<file path="config.mk">
export PLATFORM = sky130hd
export DESIGN_NAME = cb_cfg_shadow_param
export DESIGN_NICKNAME = d
export VERILOG_FILES = /design/src/rtl/cb_cfg_shadow_param.sv
export SDC_FILE = /design/constraint.sdc
export NUM_CORES = 1
export LEC_CHECK = 0
export BUFFER_PORTS_ARGS = -buffer_cell sky130_fd_sc_hd__clkbuf_2
export CAP_MARGIN = 20
export CELL_PAD_IN_SITES_DETAIL_PLACEMENT = 1
export CELL_PAD_IN_SITES_GLOBAL_PLACEMENT = 1
export CORE_AREA = 2 2 66 68
export DETAILED_ROUTE_END_ITERATION = 16
export DIE_AREA = 0 0 68 70
export GPL_TIMING_DRIVEN = 0
export PLACE_DENSITY_LB_ADDON = 0.12
export SLEW_MARGIN = 20
export SYNTH_ARGS = -nofsm -noshare
export SYNTH_HDL_FRONTEND = slang
export SYNTH_SLANG_ARGS = --single-unit
export TNS_END_PERCENT = 1
</file>
<file path="constraint.sdc">
create_clock -name prog_clk -period 1.9 [get_ports prog_clk]
set_input_delay 0.38 -clock prog_clk [delete_from_list [all_inputs] [get_ports prog_clk]]
set_output_delay 0.38 -clock prog_clk [all_outputs]
set_load 0.005 [all_outputs]
</file>
<file path="src/rtl/cb_cfg_shadow_param.sv">
// rtl/cb_cfg_shadow_param.sv - connection block with counted scan-chain load and atomic shadow commit
module cb_cfg_shadow_param #(
    parameter int CHAN_W   = 3,
    parameter int NUM_IPIN = 4,
    parameter int SEL_W    = 3,
    parameter int CNT_W    = 5
) (
    input  logic                prog_clk,
    input  logic                prog_reset,
    input  logic                ccff_en,
    input  logic                ccff_head,
    input  logic                ccff_commit,
    input  logic [CHAN_W-1:0]   chanx_left_in,
    input  logic [CHAN_W-1:0]   chanx_right_in,
    output logic [CHAN_W-1:0]   chanx_left_out,
    output logic [CHAN_W-1:0]   chanx_right_out,
    output logic [NUM_IPIN-1:0] ipin_out,
    output logic                ccff_tail,
    output logic [CNT_W-1:0]    cfg_count,
    output logic                cfg_full,
    output logic                cfg_valid,
    output logic                cfg_err
);

    localparam int N     = NUM_IPIN * SEL_W;
    localparam int MUX_N = 2 * CHAN_W;

    generate
        if (CHAN_W < 1 || CHAN_W > 16) begin : g_bad_chan_w
            $error("cb_cfg_shadow_param: CHAN_W must be in 1..16");
        end
        if ((1 << SEL_W) <= MUX_N) begin : g_bad_sel_w
            $error("cb_cfg_shadow_param: 2**SEL_W must exceed 2*CHAN_W");
        end
        if ((1 << CNT_W) <= N) begin : g_bad_cnt_w
            $error("cb_cfg_shadow_param: 2**CNT_W must exceed NUM_IPIN*SEL_W");
        end
    endgenerate

    typedef enum logic [1:0] {
        S_IDLE    = 2'd0,
        S_LOADING = 2'd1,
        S_FULL    = 2'd2
    } load_state_t;

    logic [N-1:0]      sr_q;
    logic [N-1:0]      act_q;
    logic [CNT_W-1:0]  cnt_q;
    logic [CNT_W-1:0]  cnt_nxt;
    logic              valid_q;
    logic              err_q;
    load_state_t       state;
    logic              commit_ok;
    logic              err_set;
    logic [MUX_N-1:0]  mux_in;

    // State register: the load state is carried entirely by the bit counter
    always_ff @(posedge prog_clk or posedge prog_reset) begin
        if (prog_reset) begin
            sr_q    <= '0;
            act_q   <= '1;
            cnt_q   <= '0;
            valid_q <= 1'b0;
            err_q   <= 1'b0;
        end else begin
            cnt_q <= cnt_nxt;
            if (ccff_en) begin
                sr_q <= {sr_q[N-2:0], ccff_head};
            end
            if (commit_ok) begin
                act_q   <= sr_q;
                valid_q <= 1'b1;
            end
            if (err_set) begin
                err_q <= 1'b1;
            end
        end
    end

    // Next-state: a shift always wins over a same-cycle commit, which is then flagged
    always_comb begin
        cnt_nxt   = cnt_q;
        commit_ok = 1'b0;
        err_set   = 1'b0;
        if (ccff_en) begin
            if (state != S_FULL) begin
                cnt_nxt = cnt_q + 1'b1;
            end
            err_set = ccff_commit;
        end else if (ccff_commit) begin
            if (state == S_FULL) begin
                commit_ok = 1'b1;
                cnt_nxt   = '0;
            end else begin
                err_set = 1'b1;
            end
        end
    end

    // Output decode of the load state and status flags
    always_comb begin
        state = S_LOADING;
        if (cnt_q == '0) begin
            state = S_IDLE;
        end else if (cnt_q == CNT_W'(N)) begin
            state = S_FULL;
        end
        cfg_full  = (state == S_FULL);
        cfg_count = cnt_q;
        cfg_valid = valid_q;
        cfg_err   = err_q;
        ccff_tail = sr_q[N-1];
    end

    assign chanx_left_out  = chanx_right_in;
    assign chanx_right_out = chanx_left_in;

    // Even mux inputs come from the left tracks, odd ones from the right
    always_comb begin
        mux_in = '0;
        for (int t = 0; t < CHAN_W; t++) begin
            mux_in[2*t]   = chanx_left_in[t];
            mux_in[2*t+1] = chanx_right_in[t];
        end
    end

    // Selects at or above 2*CHAN_W match no input and leave the pin low
    always_comb begin
        ipin_out = '0;
        for (int j = 0; j < NUM_IPIN; j++) begin
            for (int k = 0; k < MUX_N; k++) begin
                if (act_q[j*SEL_W +: SEL_W] == SEL_W'(k)) begin
                    ipin_out[j] = mux_in[k];
                end
            end
        end
    end

endmodule

</file>
==> impl_metrics.json <==
{
  "setup_violations": 4,
  "crit_arrival_ns": 1.72,
  "drtPass1Iterations": 2,
  "first_iter_violations": 2,
  "synthFlopType": "dfrtp_1",
  "die-area_sq_mm": 0.00476,
  "cts.path.max_buffers": 2,
  "post_drt_wl_per_cell_microns": 15.1,
  "synth_edf_count": 0,
  "dr_total_vias": 974,
  "fp-row-count": 24,
  "yosysTopAreaCell": "dfrtp_1",
  "min_period_over_period": 1.10,
  "grt_pass1_vias": 1076,
  "ys_seq_area_frac": 0.506,
  "synth.top_cells.by_count": "mux2_2 (20), dfrtp_1 (19), dfstp_2 (12)",
  "root_buffer": "clkbuf_8",
  "core_sq_mm": 0.00414,
  "grtUsageTotal": 0.147,
  "wl_microns": 3000,
  "syn_area_sq_mm": 0.00156,
  "ys_warn_count": 0,
  "syn-num-nets": 121,
  "cts_hold_buf": 0,
  "grt_start_max_net_pins": 32,
  "end_kind": "output port",
  "synth_top_area_frac": 0.304,
  "holdCritPathClass": "in2async",
  "numCtsBuffers": 5,
  "stdcell_count": 199,
  "required_ns": 1.52,
  "nets": 159,
  "grt-ovfl-total": 0,
  "avgSynthCellArea_sq_um": 14.5,
  "fillers": 448,
  "slew-limit-headroom": 0.573,
  "startpoint_type": "flop",
  "drive_gt1_frac": 0.680,
  "die_y_microns": 70,
  "ios": 30,
  "cts_max_level": 2,
  "synth_area_leaders": "dfrtp_1 (30%), dfstp_2 (20%), mux2_2 (14%)",
  "clk_latency_ns": 0.28,
  "start_util": 0.377,
  "cts.sinks": 31,
  "whs_ns": 0.164,
  "leakage_nw": 0.875,
  "viasPerCell": 4.89,
  "rrSetupSlack_ns": 0.28,
  "drv_slew": 0,
  "synth.distinct_cells": 23,
  "synth-seq-cells": 31,
  "post-route-drc-count": 0,
  "fp.dieW_microns": 68,
  "ir_drop_v": 0.000476,
  "utilization": 0.456,
  "yosysMostFrequentCell": "mux2_2",
  "status": "complete, but fails checks",
  "detail-route-antenna-nets": 0,
  "cap_violations": 0,
  "rsz0062_at_grt": "yes",
  "skew_ns": 0.00815,
  "post-dp-hpwl_microns": 2200,
  "crit_type": "reg2out",
  "finalHoldViolations": 0,
  "antenna_found_initial": 0,
  "finalCriticalPeriod_ns": 2.10,
  "cts_tree": "done",
  "portBuffers": 28,
  "place_congestion": 0.737,
  "tightest_slew_ns": 0.640,
  "failed_checks": "setup timing",
  "fin_ws_ns": -0.198,
  "path_clk_slew_ns": 0.07,
  "crit_fanout": 2,
  "syn_to_final_growth_pct": 20.8,
  "insertedDiodeCount": 0,
  "synthArstFlopShare": 1.00,
  "syn_inst": 108,
  "max_freq_ghz": 0.477,
  "dp_cells": 188,
  "power_density_mw_per_mm2": 1250,
  "grt_pass1_wl_microns": 5210
}
sequential cells by signal (all words and copies together), names as in the netlist:
name,count
act_q,12
sr_q,12
cfg_count,5
cfg_err,1
cfg_valid,1
layer usage:
layer  vias to the layer above  GRT usage  wire [microns]
li1                        457          -               -
met1                       485      0.185            1310
met2                        27      0.246            1490
met3                         5     0.0338             158
met4                         0     0.0467              46
met5                         -          0               0
worst paths after layout:
check	start	endpoint	cells after the start
max in group asynchronous	prog_reset	cfg_err	2
min in group prog_clk	ccff_head	sr_q[0]	2
min	prog_reset	sr_q[3]	2
min reg2reg	cfg_err	cfg_err	1
max	act_q[9]	ipin_out[3]	3
max reg2reg	cfg_count[0]	act_q[4]	6
power breakdown:
group / internal [mW] / leakage, nW / switching (mW) / total (mW)
combinational: 0.443 / 0.479 / 0.251 / 0.694
clock: 0.292 / 0.0482 / 0.238 / 0.530
sequential: 0.939 / 0.348 / 0.206 / 1.14
total: 1.67 / 0.875 / 0.696 / 2.37
worst max-delay path, cell delays in order (launching register included):
cell      delay (ns)
dfstp_2         0.55
mux4_2          0.50
mux2_2          0.28
clkbuf_2        0.11
per-stage QoR:
| stage | power [mW] | setup slack [ns] | TNS, ns | instance area, sq um |
|---|---|---|---|---|
| global route | 2.55 | -0.258 | -0.975 | 1890 |
| CTS | 2.40 | -0.217 | -0.802 | 1880 |
| global placement | 1.78 | 0.0946 | 0 | 1770 |
| detailed placement | 1.83 | 0.0607 | 0 | 1770 |
| floorplan | 1.56 | 0.232 | 0 | 1560 |
| finish | 2.37 | -0.198 | -0.747 | 1890 |
cells in the final DEF, fill, tap and decap left out, drive strengths merged:
cell type,n
mux2i,6
dfrtp,19
xor2,1
nand4b,1
clkbuf,35
dfstp,12
mux2,28
nand4,1
clkinv,1
buf,12
mux4,4
or2,2
o21ai,5
a21oi,1
nand3,4
ha,2
nand2b,2
inv,5
nor2,5
nor3,1
layout make-up:
type | instances | area, sq um | share of cell area
sequential | 31 | 791 | 0.419
clock inverter | 1 | 5.00 | 0.00265
clock buffer | 7 | 86.3 | 0.0457
multi-input combinational | 63 | 683 | 0.362
buffer | 9 | 77.6 | 0.0411
inverter | 5 | 18.8 | 0.00993
timing repair buffer | 31 | 163 | 0.0861
tap | 52 | 65.1 | 0.0344
kinds of logic (layout without fill, tap and decap cells):
logic type | Yosys count | in the layout | synth area share
xor+xnor | 1 | 1 | 0.00560
mux | 38 | 38 | 0.317
flops | 31 | 31 | 0.506
buf+inv | 14 | 53 | 0.0616
compound gates | 6 | 6 | 0.0192
fa+ha+maj | 2 | 2 | 0.0160
simple gates | 16 | 16 | 0.0752
what timing repair did:
action,4_1_cts,5_1_grt
setup buffers,3,0
setup endpoints to repair,4,5
cloned,0,0
pin swaps,0,0
gates resized for setup,0,4
(Power assumes the default switching activity.)
